**config.mk**
```make
export PLATFORM = sky130hd
export DESIGN_NAME = uart_boot_loader
export DESIGN_NICKNAME = d
export VERILOG_FILES = /design/src/rtl/uart_boot_loader_pkg.sv /design/src/rtl/loader_word_packer.sv /design/src/rtl/uart_boot_loader.sv
export SDC_FILE = /design/constraint.sdc
export NUM_CORES = 1
export LEC_CHECK = 0
export CAP_MARGIN = 20
export CORE_MARGIN = 1
export CORE_UTILIZATION = 31
export CTS_BUF_LIST = sky130_fd_sc_hd__clkbuf_8 sky130_fd_sc_hd__clkbuf_16
export DETAILED_ROUTE_END_ITERATION = 6
export HOLD_SLACK_MARGIN = 0.03
export RECOVER_POWER = 100
export SYNTH_ARGS = -nofsm -noshare
export SYNTH_HDL_FRONTEND = slang
export SYNTH_SLANG_ARGS = --single-unit
```
**constraint.sdc**
```tcl
create_clock -name clock -period 4.1 [get_ports clock]
set_clock_uncertainty 0.2 [all_clocks]
set_input_delay 1.23 -clock clock [delete_from_list [all_inputs] [get_ports clock]]
set_output_delay 1.23 -clock clock [all_outputs]
set_load 0.05 [all_outputs]
```
**src/rtl/uart_boot_loader_pkg.sv**
```systemverilog
// Shared constants and state encoding for the UART boot loader.
//   LOADER_MAGIC : frame start byte
//   LOADER_ACK   : response byte for a good frame
//   LOADER_NAK   : response byte for a failed frame
//   state_t      : loader FSM state encoding
package uart_boot_loader_pkg;

    localparam logic [7:0] LOADER_MAGIC = 8'hA5;
    localparam logic [7:0] LOADER_ACK   = 8'h06;
    localparam logic [7:0] LOADER_NAK   = 8'h15;

    typedef enum logic [2:0] {
        ST_IDLE   = 3'd0,
        ST_LEN_HI = 3'd1,
        ST_LEN_LO = 3'd2,
        ST_DATA   = 3'd3,
        ST_CSUM   = 3'd4,
        ST_RESP   = 3'd5,
        ST_DONE   = 3'd6
    } state_t;

endpackage

```
**src/rtl/loader_word_packer.sv**
```systemverilog
// Packs a stream of bytes, MSB first, into 32-bit words.
// Ports:
//   clock, reset : system clock, synchronous active-high reset
//   clear        : restart packing at byte 0 of a new word
//   byte_valid   : byte_data is consumed this cycle
//   byte_data    : incoming byte
//   byte_idx     : position (0..3) the next byte will take in the word
//   word         : shift register; holds the complete word when word_valid is high
//   word_valid   : one-cycle strobe, the cycle after the 4th byte of a word
module loader_word_packer (
    input  logic        clock,
    input  logic        reset,
    input  logic        clear,
    input  logic        byte_valid,
    input  logic [7:0]  byte_data,
    output logic [1:0]  byte_idx,
    output logic [31:0] word,
    output logic        word_valid
);

    always_ff @(posedge clock) begin
        if (reset) begin
            byte_idx   <= 2'd0;
            word       <= 32'd0;
            word_valid <= 1'b0;
        end else if (clear) begin
            byte_idx   <= 2'd0;
            word_valid <= 1'b0;
        end else begin
            word_valid <= byte_valid && (byte_idx == 2'd3);
            if (byte_valid) begin
                word     <= {word[23:0], byte_data};
                byte_idx <= byte_idx + 2'd1;
            end
        end
    end

endmodule

```
**src/rtl/uart_boot_loader.sv**
```systemverilog
// UART boot loader: receives a framed program image, writes it word by word
// into instruction memory, holds the CPU until a load succeeds and answers
// each frame with ACK/NAK.
// Build option: define LOADER_CHECKSUM_EN to append and check a mod-256
// checksum byte over the data bytes.
// Ports:
//   clock, reset           : system clock, synchronous active-high reset
//   rx_data, rx_valid      : received byte and its one-cycle strobe
//   tx_data, tx_valid      : response byte, held until tx_ready
//   tx_ready               : transmitter accepts the response
//   imem_we/addr/wdata     : instruction-memory write port
//   cpu_hold               : processor stall request
//   load_done, load_error  : result of the last frame
//
// state     | meaning
// ----------+------------------------------------------------
// ST_IDLE   | wait for MAGIC, cpu held
// ST_LEN_HI | capture word count high byte
// ST_LEN_LO | capture word count low byte, range check
// ST_DATA   | pack data bytes, write words
// ST_CSUM   | compare checksum byte (checksum build only)
// ST_RESP   | present ACK/NAK until accepted
// ST_DONE   | load finished, cpu released, wait for MAGIC
module uart_boot_loader
    import uart_boot_loader_pkg::*;
#(
    parameter int ADDR_WIDTH     = 10,
    parameter int TIMEOUT_CYCLES = 1000000
) (
    input  logic                  clock,
    input  logic                  reset,
    input  logic [7:0]            rx_data,
    input  logic                  rx_valid,
    output logic [7:0]            tx_data,
    output logic                  tx_valid,
    input  logic                  tx_ready,
    output logic                  imem_we,
    output logic [ADDR_WIDTH-1:0] imem_addr,
    output logic [31:0]           imem_wdata,
    output logic                  cpu_hold,
    output logic                  load_done,
    output logic                  load_error
);

    localparam int TW = $clog2(TIMEOUT_CYCLES + 1);
    localparam logic [TW-1:0] TIMER_LOAD = TW'(TIMEOUT_CYCLES - 1);
    localparam logic [31:0]   MAX_WORDS  = 32'd1 << ADDR_WIDTH;

    state_t        state, state_n;
    logic [7:0]    tx_data_n;
    logic          tx_valid_n, cpu_hold_n, load_done_n, load_error_n;
    logic          go_ack, go_nak, payload_done;

    logic [15:0]   n_words;
    logic [15:0]   word_cnt;
    logic [TW-1:0] timer;
    logic [1:0]    byte_idx;

    logic          magic_accept, frame_state, data_byte, timeout;
    logic [15:0]   len_full;
    logic          len_too_big, last_word;

`ifdef LOADER_CHECKSUM_EN
    logic [7:0]    csum;
`endif

    assign magic_accept = (state == ST_IDLE || state == ST_DONE) && rx_valid && (rx_data == LOADER_MAGIC);
    assign frame_state  = (state == ST_LEN_HI) || (state == ST_LEN_LO) || (state == ST_DATA) || (state == ST_CSUM);
    assign data_byte    = (state == ST_DATA) && rx_valid;
    // An arriving byte always beats an expiring timer.
    assign timeout      = !rx_valid && (timer == '0);
    assign len_full     = {n_words[15:8], rx_data};
    assign len_too_big  = {16'd0, len_full} > MAX_WORDS;
    assign last_word    = (word_cnt == n_words - 16'd1);

    loader_word_packer u_packer (
        .clock      (clock),
        .reset      (reset),
        .clear      (magic_accept),
        .byte_valid (data_byte),
        .byte_data  (rx_data),
        .byte_idx   (byte_idx),
        .word       (imem_wdata),
        .word_valid (imem_we)
    );

    always_ff @(posedge clock) begin
        if (reset) begin
            state      <= ST_IDLE;
            tx_data    <= 8'd0;
            tx_valid   <= 1'b0;
            cpu_hold   <= 1'b1;
            load_done  <= 1'b0;
            load_error <= 1'b0;
        end else begin
            state      <= state_n;
            tx_data    <= tx_data_n;
            tx_valid   <= tx_valid_n;
            cpu_hold   <= cpu_hold_n;
            load_done  <= load_done_n;
            load_error <= load_error_n;
        end
    end

    always_comb begin
        state_n      = state;
        tx_data_n    = tx_data;
        tx_valid_n   = tx_valid;
        cpu_hold_n   = cpu_hold;
        load_done_n  = load_done;
        load_error_n = load_error;
        go_ack       = 1'b0;
        go_nak       = 1'b0;
        payload_done = 1'b0;

        case (state)
            ST_IDLE, ST_DONE: begin
                if (magic_accept) begin
                    state_n      = ST_LEN_HI;
                    cpu_hold_n   = 1'b1;
                    load_done_n  = 1'b0;
                    load_error_n = 1'b0;
                end
            end
            ST_LEN_HI: begin
                if (rx_valid)     state_n = ST_LEN_LO;
                else if (timeout) go_nak  = 1'b1;
            end
            ST_LEN_LO: begin
                if (rx_valid) begin
                    if (len_too_big)         go_nak       = 1'b1;
                    else if (len_full == 0)  payload_done = 1'b1;
                    else                     state_n      = ST_DATA;
                end else if (timeout) begin
                    go_nak = 1'b1;
                end
            end
            ST_DATA: begin
                if (rx_valid) begin
                    if (byte_idx == 2'd3 && last_word) payload_done = 1'b1;
                end else if (timeout) begin
                    go_nak = 1'b1;
                end
            end
`ifdef LOADER_CHECKSUM_EN
            ST_CSUM: begin
                if (rx_valid) begin
                    if (rx_data == csum) go_ack = 1'b1;
                    else                 go_nak = 1'b1;
                end else if (timeout) begin
                    go_nak = 1'b1;
                end
            end
`endif
            ST_RESP: begin
                if (tx_ready) begin
                    tx_valid_n = 1'b0;
                    if (tx_data == LOADER_ACK) begin
                        state_n     = ST_DONE;
                        load_done_n = 1'b1;
                        cpu_hold_n  = 1'b0;
                    end else begin
                        state_n      = ST_IDLE;
                        load_error_n = 1'b1;
                    end
                end
            end
            default: state_n = ST_IDLE;
        endcase

        if (payload_done) begin
`ifdef LOADER_CHECKSUM_EN
            state_n = ST_CSUM;
`else
            go_ack = 1'b1;
`endif
        end

        if (go_ack || go_nak) begin
            state_n    = ST_RESP;
            tx_valid_n = 1'b1;
            tx_data_n  = go_ack ? LOADER_ACK : LOADER_NAK;
        end
    end

    always_ff @(posedge clock) begin
        if (reset) begin
            n_words   <= 16'd0;
            word_cnt  <= 16'd0;
            timer     <= TIMER_LOAD;
            imem_addr <= '0;
        end else begin
            if (magic_accept) begin
                word_cnt <= 16'd0;
                timer    <= TIMER_LOAD;
            end else if (frame_state) begin
                if (rx_valid)          timer <= TIMER_LOAD;
                else if (timer != '0)  timer <= timer - 1'b1;
            end
            if (state == ST_LEN_HI && rx_valid) n_words[15:8] <= rx_data;
            if (state == ST_LEN_LO && rx_valid) n_words[7:0]  <= rx_data;
            // Address is latched with the 4th byte so it lines up with the
            // packer's write strobe one cycle later.
            if (data_byte && byte_idx == 2'd3) begin
                imem_addr <= word_cnt[ADDR_WIDTH-1:0];
                word_cnt  <= word_cnt + 16'd1;
            end
        end
    end

`ifdef LOADER_CHECKSUM_EN
    always_ff @(posedge clock) begin
        if (reset)             csum <= 8'd0;
        else if (magic_accept) csum <= 8'd0;
        else if (data_byte)    csum <= csum + rx_data;
    end
`endif

endmodule
```
==> run metrics, run 1 <==
routed len/inst 14.3 um; hold path depth 2; Root Driver clkbuf_16; Setup Crit Path Kind in -> reg; num ports 67; Layout area overhead 21.0%; grt ovf 0; Synth warnings 0; layout cell share with drive strength beyond 1 5.21%; Final period util 91.1%; DP Worst Slack 0.206 ns; Worst Hold Class reg -> reg; I/O Buffers 62; Hold WS 0.251 ns; clk_lat worst skew 0.35 ns; area leader, netlist dfxtp_1; status complete, no violations; Startpoint Class primary input; Hold Buf Count CTS 0; Die W 129 um; Flop pwr share 52.3%; Multi-input gate area 2610 um2; register area share after synthesis 43.0%; FILL cells 1,585; Internal 1.54 mW; post-place instance area 5750 um2; post-route insts no fill 883; RSZ-0062 raised after global routing false; Yosys top cell area share 43.0%; clk sinks 107; post-synthesis register bit count 107; # resized after CTS 0; Net Sw Frac 22.6%; worst reg2reg path startpoint n_words[0]; Slew Limit Headroom 44.8%; initial antenna violation count 0; FF/Latch Area 2140 um2; Num CTS Buffers 9; drt via density 4.93; Core Footprint 15,400 um2; worst reg-to-reg path cell count 9; Syn Inst Count 626; switching pwr 0.450 mW; 1st-pass router iterations 4; # setup viols final 0; post-route cell area 6030 um2; Die Height 129 um; Crit. End Element flip-flop; Max Slew Vio Count 0; final number of hold-violating endpoints 0; maximum vdd drop 0.000217 V; Hold Path Origin u_packer.word[30]; # rows 45; ANT cells 0; gr usage total 15.9%; Worst EP required 4.15 ns; Post-route DRC 0; Setup Buffers After CTS 0; Final Critical Period 3.73 ns; Max Root-Sink Buffers 2; Fin Setup TNS 0 ns; first-pass GRT wire length 20,500 um; WHS Endpoint u_packer.word[30]; dpl hpwl 9260 um; Worst-path clk slew 0.07 ns; vias in the first global route 4,101; Yosys cell types 57; Leak Pwr 2.19 nW; H-tree Lvls 3; fin worst setup slack 0.366 ns; R2R Path End tx_data[0]; Top FF cell, synth dfxtp_1; CP startpoint rx_data[3]; PD cells 329 nW/um2; r2r setup slk 1.12 ns; Max FO, Critical Path 6; GP Congestion 0.948; Design Power 1.99 mW; Inst Count DP 867; largest net degree at the start of global routing 52; maximum clock rate 0.268 GHz; post-route core utilization 39.1%; Worst EP arrival 3.79 ns; Comb pwr share 2.4%; Routed WL 12,600 um; DRT antenna net count 0; max-cap viol count 0; starting density of the core 32.3%; Post-Syn Area 4980 um2; ys async rst share 0%; Clock Power Share 45.3%; Final Net Count 683; Area contributors post-synth dfxtp_1 (43%), nand2_1 (10%), a21oi_1 (6.5%); DR iter-0 viols 253; CTS tree yes; routed vias 4,355; number of flops mapped to enable cells by yosys 0; full die area 16,600 um2; syn avg cell area 7.96 um2; worst slew pin tran 0.828 ns
## power by group through the flow
| stage | clock, mW | combinational [mW] | sequential (mW) |
|---|---|---|---|
| 6_report | 0.901 | 0.0472 | 1.04 |
| 5_1_grt | 0.981 | 0.0507 | 1.04 |
| 4_1_cts | 0.926 | 0.0486 | 1.04 |
| 3_5_place_dp | 0 | 0.0485 | 1.06 |
| 3_3_place_gp | 0 | 0.0475 | 1.06 |
| 2_1_floorplan | 0 | 0.0305 | 1.06 |
## worst max-delay path: stages
cell and delay, ns:
dlygate4sd3_1 0.60, nor4_1 0.45, nand3_1 0.25, nor3_1 0.20, o2111ai_1 0.14, a2111oi_2 0.23, o2111ai_1 0.38, and3_1 0.30
## routing by layer
metal  track usage (%)  share of wire [%]
met5                 0                  0
met1              19.1                 44
met4              7.34                3.3
met2              26.2                 48
met3              4.82                4.4
## layout make-up
type | instances | share of cell area [%]
clock buffer | 9 | 3.74
clock inverter | 7 | 1.37
inverter | 10 | 0.623
multi-input combinational | 467 | 43.3
sequential | 107 | 35.5
tap | 211 | 4.38
timing repair buffer | 72 | 11.1
## Yosys cell counts (all sizes together), types with 6 or more instances
cell type  count
nand2        136
dfxtp        107
a21oi         65
nor2          54
clkbuf        34
xor2          24
nor3          23
xnor2         18
nand3         16
o21ai         14
buf           11
mux2i         11
inv           10
nand2b         8
nand4          8
or3            7
or4            7
and3           6
## worst max path at each step
stage,to,cells past startpoint
floorplan,word_cnt[15],9
global placement,tx_data[0],8
detailed placement,state[1],8
CTS,state[1],8
global route,state[1],8
finish,tx_data[0],8
## registers in the layout, summed over array words and instances (netlist names)
name	flops
cpu_hold	1
imem_addr	10
load_done	1
load_error	1
n_words	16
state	3
timer	20
tx_data	3
tx_valid	1
u_packer.byte_idx	2
u_packer.word	32
u_packer.word_valid	1
word_cnt	16
## cells by family (layout without fill, tap and decap cells)
logic type,Yosys count,after routing,synth area share (%)
and+or+nand+nor,290,290,27.1
AOI/OAI and AO/OA,112,112,13.5
DFF,107,107,43.0
buffers and inverters,55,98,4.77
xor gates and xnor gates,42,42,7.38
muxes,15,15,3.11
adders and majority gates,4,4,1.00
other,1,4,0.0752
## cell usage in the layout (no fill, tap or decap), drive strengths merged, types with 8 or more instances in the layout
master	instances
mux2i	11
nand4	8
nor3	23
clkdlybuf4s50	8
dlygate4sd3	53
o21ai	14
inv	14
nand2	136
dfxtp	107
nand2b	8
clkbuf	15
xor2	24
a21oi	65
nor2	54
nand3	16
xnor2	18
Power figures use the tool's default switching activity.
==> run 2, diff against run 1 <==
CORE_UTILIZATION = 29   (was 31)
DONT_BUFFER_PORTS = 1   (was unset)
clock period = 4.5 ns   (was 4.1 ns; I/O delays follow)
==> run 2 against run 1 <==
  * The flow now finishes with violations (max-capacitance violations, max-slew violations)
  * Global-route usage fell by 2.1 points
  * Sequential share of layout area grew 4.4 points
  * Sequential power decreased by 9%
  * Count of clock-buffer cells in the layout rose by 1
  * Critical path type unchanged
  * Routed wire length decreased by 3.2%
==> run metrics, run 2 (synthesis gave the netlist of run 1 again) <==
most common cell after layout, fill and taps aside nand2_1; # setup viols final 0 (unchanged); Flop pwr share 53.4% (+1.1 points); Clock Power Share 45.7% (+0.4 points); routed len/inst 14.8 um (+4.0%); Crit. End Element flip-flop; DRT antenna net count 0 (unchanged); Final Critical Period 3.30 ns; violated checks max-capacitance violations, max-slew violations; routed vias 4,046 (-7.1%); hold path depth 2 (unchanged); gr busiest metal met2; Num CTS Buffers 9 (unchanged); PD cells 330 nW/um2 (+0.23%); Worst EP arrival 3.36 ns (-0.43 ns); post-route core utilization 32.2% (-6.9 points); Leak Pwr 1.77 nW (-19%); Inst Count DP 807 (-6.9%); Net Sw Frac 21.3% (-1.4 points); Setup Crit Path Kind in -> reg; Worst EP required 4.55 ns (+0.40 ns); grt ovf 0 (unchanged); starting density of the core 29.8% (-2.5 points); ANT cells 0 (unchanged); Final Net Count 614 (-10%); final number of hold-violating endpoints 0 (unchanged); largest net degree at the start of global routing 82 (+58%); largest registers u_packer.word x32, timer x20; max FFs per register 32 (unchanged); M2 GR Usage 23.0% (-3.2 points); full die area 17,700 um2 (+6.8%); Worst-path clk slew 0.07 ns (about the same); WP buf/inv 0 (-1); Post-route DRC 0 (unchanged); WHS Endpoint u_packer.byte_idx[1]; Core Footprint 16,700 um2 (+8.3%); worst reg-to-reg path cell count 9 (unchanged); switching pwr 0.377 mW (-16%); Slowest-stage cell, CP nor4_1; CP most frequent cell o2111ai_1; CTS tree yes; r2r setup slk 1.41 ns (+0.29 ns); GP Congestion 0.755 (-20%); Fin Setup TNS 0 ns (unchanged); 1st-pass router iterations 5 (+1); FILL cells 1,826 (+15%); gr usage total 13.9% (-2.1 points); Die Height 133 um (+3.3%); drt via density 4.92 (-0.20%); I/O Buffers 0 (-100%); num ports 67 (unchanged); clk sinks 107 (unchanged); Setup Buffers After CTS 0 (unchanged); layout cell share with drive strength beyond 1 4.82% (-0.39 points); post-route insts no fill 822 (-6.9%); Critical Path Max Stage Delay 0.41 ns (-0.19 ns); Hold Buf Count CTS 0 (unchanged); maximum clock rate 0.303 GHz; worst slew pin tran 1.63 ns (+0.801 ns); Max Root-Sink Buffers 2 (unchanged); Max FO, Critical Path 6 (unchanged); Internal 1.40 mW (-9.1%); highest-count cells in the layout ignoring fill and taps nand2_1 (136), dfxtp_1 (107), a21oi_1 (65); Layout area overhead 7.78%; # rows 47 (+4.4%); # resized after CTS 0 (unchanged); Design Power 1.77 mW (-11%); initial antenna violation count 0 (unchanged); DR iter-0 viols 274 (+8.3%); Comb pwr share 0.9% (-1.5 points); R2R Path End tx_data[0]; Slew Limit Headroom -8.64% (-53 points); Die W 133 um (+3.3%); met1 usage 17.4% (-1.7 points); worst path cell trace nor4_1 > nand3_1 > nor3_1 > o2111ai_1 > a2111oi_0 > o2111ai_1 > and3_1; met3 Usage GRT 3.96% (-0.87 points); first-pass GRT wire length 19,500 um (-5.0%); Max Slew Vio Count 35 (+35); maximum vdd drop 0.000180 V (-17%); RSZ-0062 raised after global routing false; Routed WL 12,200 um (-3.2%); dpl hpwl 8440 um (-8.9%); H-tree Lvls 3 (unchanged); Hold Path Origin u_packer.byte_idx[1]; vias in the first global route 3,637 (-11%); worst reg2reg path startpoint n_words[0]; Root Driver clkbuf_16; Largest Register u_packer.word; Worst Hold Class reg -> reg; Top Family by Delay on Critical Path simple AND/OR/NAND/NOR gates; max-cap viol count 1 (+1); clk_lat worst skew 0.36 ns (about the same); Final period util 73.4%; status finished, violations left; Startpoint Class primary input
-- run 2: changes by cell type in the layout (fill, tap and decap cells not counted), moves of 2 or more --
cell             delta
buf_4               -3
inv_8               -2
dlygate4sd3_1      -53
clkbuf_1            -3
clkdlybuf4s50_1     -8
-- run 2: worst max path at each step --
stage,startpoint,to,depth (start not counted)
after floorplan,rx_valid,word_cnt[15],9
after global placement,rx_data[1],tx_data[0],7
after detailed placement,rx_valid,word_cnt[15],7
after CTS,rx_valid,word_cnt[15],7
after global routing,rx_data[1],tx_data[0],7
final,rx_data[1],tx_data[0],7
-- run 2: metrics by stage --
| stage | area, um2 | setup slack (ns) | hold slack [ns] |
|---|---|---|---|
| finish | 5370 | 1.20 | 0.261 |
| floorplan | 4990 | 1.05 | 0.240 |
| global placement | 5090 | 1.09 | 0.248 |
| detailed placement | 5090 | 1.03 | 0.253 |
| global route | 5370 | 0.972 | 0.284 |
| CTS | 5390 | 1.40 | 0.263 |
-- run 2: power groups by stage --
stage / combinational [mW] / sequential [mW] / clock (mW)
after floorplan: 0.0278 / 0.968 / 0
after global placement: 0.0162 / 0.968 / 0
after detailed placement: 0.0162 / 0.968 / 0
after CTS: 0.0163 / 0.946 / 0.838
after global routing: 0.0176 / 0.946 / 0.878
final: 0.0162 / 0.946 / 0.811
-- run 2: worst min-delay path: stages, from the launching register on --
cell	delay, ns
dfxtp_1	0.31
nand2_1	0.05
a21oi_1	0.05
-- run 2: cell type report --
cell class	count	area (um2)	share of cell area [%]
multi-input cells	467	2600	48.5
inverters	10	37.5	0.699
flip-flops and latches	107	2140	39.9
well taps	220	275	5.12
clock inverters	5	60.1	1.12
repair buffers	3	15.0	0.280
clock buffers	10	239	4.45
-- run 2: metal layers --
layer / part of all wire, % / vias up
met1: 44 / 1900
met5: 0 / -
met4: 0.39 / 0
met3: 5.6 / 4
met2: 49 / 69
li1: - / 2073
==> run 3, diff against run 2 <==
clock period = 2.7 ns   (was 4.5 ns; I/O delays follow)
==> run 3 against run 2 <==
  * The run now ends clean
  * Routed wire length up 4.6%
  * Hold slack improved by 0.015 ns
  * Sequential power grew 67%
  * Die area did not move
  * Sequential cell count unchanged
  * Largest cell class unchanged
  * Critical path type is now reg -> reg
  * Critical endpoint unchanged
==> run metrics, run 3 (synthesis gave the netlist of run 1 again) <==
Core Footprint 16,700 um2 (unchanged); Hold Path Origin u_packer.byte_idx[1]; Leak Pwr 1.97 nW (+11%); WP buf/inv 0 (unchanged); FILL cells 1,824 (-0.11%); Layout area overhead 14.7%; routed vias 4,170 (+3.1%); Setup Crit Path Kind reg -> reg; Max FO, Critical Path 6 (unchanged); hold path depth 2 (unchanged); Design Power 2.93 mW (+65%); DRT antenna net count 0 (unchanged); Slew Limit Headroom 50.7% (+59 points); worst reg2reg path startpoint n_words[0]; Final Net Count 654 (+6.5%); full die area 17,700 um2 (unchanged); DR iter-0 viols 277 (+1.1%); status complete, no violations; worst path cell trace or4_4 > nor4b_2 > o21ai_1 > a31o_1 > a2111oi_4 > o2111ai_4 > and3_1; vias in the first global route 3,928 (+8.0%); layout cell share with drive strength beyond 1 11.8% (+7.0 points); Final period util 95.7%; GP Congestion 0.815 (+8.0%); Hold Buf Count CTS 0 (unchanged); highest-count cells in the layout ignoring fill and taps nand2_1 (134), dfxtp_1 (107), a21oi_1 (64); largest net degree at the start of global routing 82 (unchanged); Largest Register u_packer.word; Crit path depth 7 (unchanged); Top Family by Delay on Critical Path simple AND/OR/NAND/NOR gates; Worst EP arrival 2.64 ns (-0.72 ns); Routed WL 12,800 um (+4.6%); PD cells 512 nW/um2 (+55%); Inst Count DP 846 (+4.8%); CTS tree yes; CP startpoint n_words[0]; clk sinks 107 (unchanged); I/O Buffers 0 (unchanged); starting density of the core 29.8% (unchanged); Worst Hold Class reg -> reg; worst reg-to-reg path cell count 7 (-2); most common cell after layout, fill and taps aside nand2_1; gr usage total 15.0% (+1.1 points); grt ovf 0 (unchanged); Critical Path Max Stage Delay 0.58 ns (+0.17 ns); # setup viols final 0 (unchanged); max FFs per register 32 (unchanged); final number of hold-violating endpoints 0 (unchanged); num ports 67 (unchanged); Die Height 133 um (unchanged); Max Slew Vio Count 0 (-100%); 1st-pass router iterations 4 (-1); Post-route DRC 0 (unchanged); Root Driver clkbuf_16; Num CTS Buffers 9 (unchanged); Startpoint Class flip-flop; max-cap viol count 0 (-1); clk_lat worst skew 0.36 ns (about the same); drt via density 4.83 (-1.8%); initial antenna violation count 0 (unchanged); maximum vdd drop 0.000277 V (+54%); # rows 47 (unchanged); H-tree Lvls 3 (unchanged); largest registers u_packer.word x32, timer x20; Slowest-stage cell, CP or4_4; dpl hpwl 9150 um (+8.5%); first-pass GRT wire length 20,900 um (+7.3%); post-route insts no fill 863 (+5.0%); Max Root-Sink Buffers 2 (unchanged); routed len/inst 14.8 um (-0.34%); ANT cells 0 (unchanged); worst slew pin tran 0.740 ns (-0.889 ns); Worst EP required 2.75 ns (-1.80 ns); Die W 133 um (unchanged); Final Critical Period 2.58 ns; Crit. End Element flip-flop; Worst-path clk slew 0.07 ns (about the same); maximum clock rate 0.387 GHz
-- run 3: changes by cell type in the layout (fill, tap and decap cells not counted), moves of 2 or more --
cell / change
buf_4: +33
nand2_2: +2
nand2_1: -2
clkbuf_1: +4
clkbuf_2: +2
clkinv_4: +2
-- run 3: cell type report --
class | count | area, um2 | area share, %
clock buffer | 10 | 239 | 4.18
clock inverter | 6 | 58.8 | 1.03
inverter | 10 | 37.5 | 0.656
multi-input combinational | 467 | 2670 | 46.7
sequential | 107 | 2140 | 37.5
tap | 220 | 275 | 4.81
timing repair buffer | 43 | 293 | 5.12
-- run 3: through the flow --
stage,cell area [um2],util [%],hold WS (ns),TNS [ns],setup WS (ns)
detailed placement,5410,32.4,0.270,-0.797,-0.184
CTS,5720,34.2,0.282,0,0.0326
finish,5720,34.2,0.276,0,0.117
global placement,5410,32.4,0.248,-0.564,-0.148
global route,5720,34.2,0.301,-0.0752,-0.0380
floorplan,5020,-,0.240,0,0.0382
-- run 3: path summary, 6_finish.rpt --
kind / to / slack (ns)
worst min-delay path: u_packer.byte_idx[1] / 0.28
worst min register to register: u_packer.byte_idx[1] / 0.28
worst max register to register: tx_data[0] / 0.12
worst max-delay path: tx_data[0] / 0.12
-- run 3: per-layer routing --
layer / wire length [um] / vias up / track usage (%)
met5: 0 / - / 0
met4: 377 / 0 / 7.32
met3: 590 / 21 / 3.92
met2: 6050 / 57 / 24.3
met1: 5730 / 1943 / 18.4
li1: - / 2149 / -
-- run 3: timing repair --
action	CTS	global route
gates cloned	0	0
setup buffers	0	1
setup endpoints to repair	3	17
pin swaps	1	2
gates resized for setup	1	6
-- run 3: worst register-to-register path, cell delays in order (launching register included) --
cell       delay (ns)
dfxtp_1          0.32
or4_4            0.58
nor4b_2          0.27
o21ai_1          0.08
a31o_1           0.21
a2111oi_4        0.37
o2111ai_4        0.23
and3_1           0.22
-- run 3: report_power, final --
group,internal (mW),leakage (nW),switching [mW]
Sequential,1.58,0.862,0.000192
Combinational,0.00650,0.967,0.0233
Clock,0.670,0.142,0.654
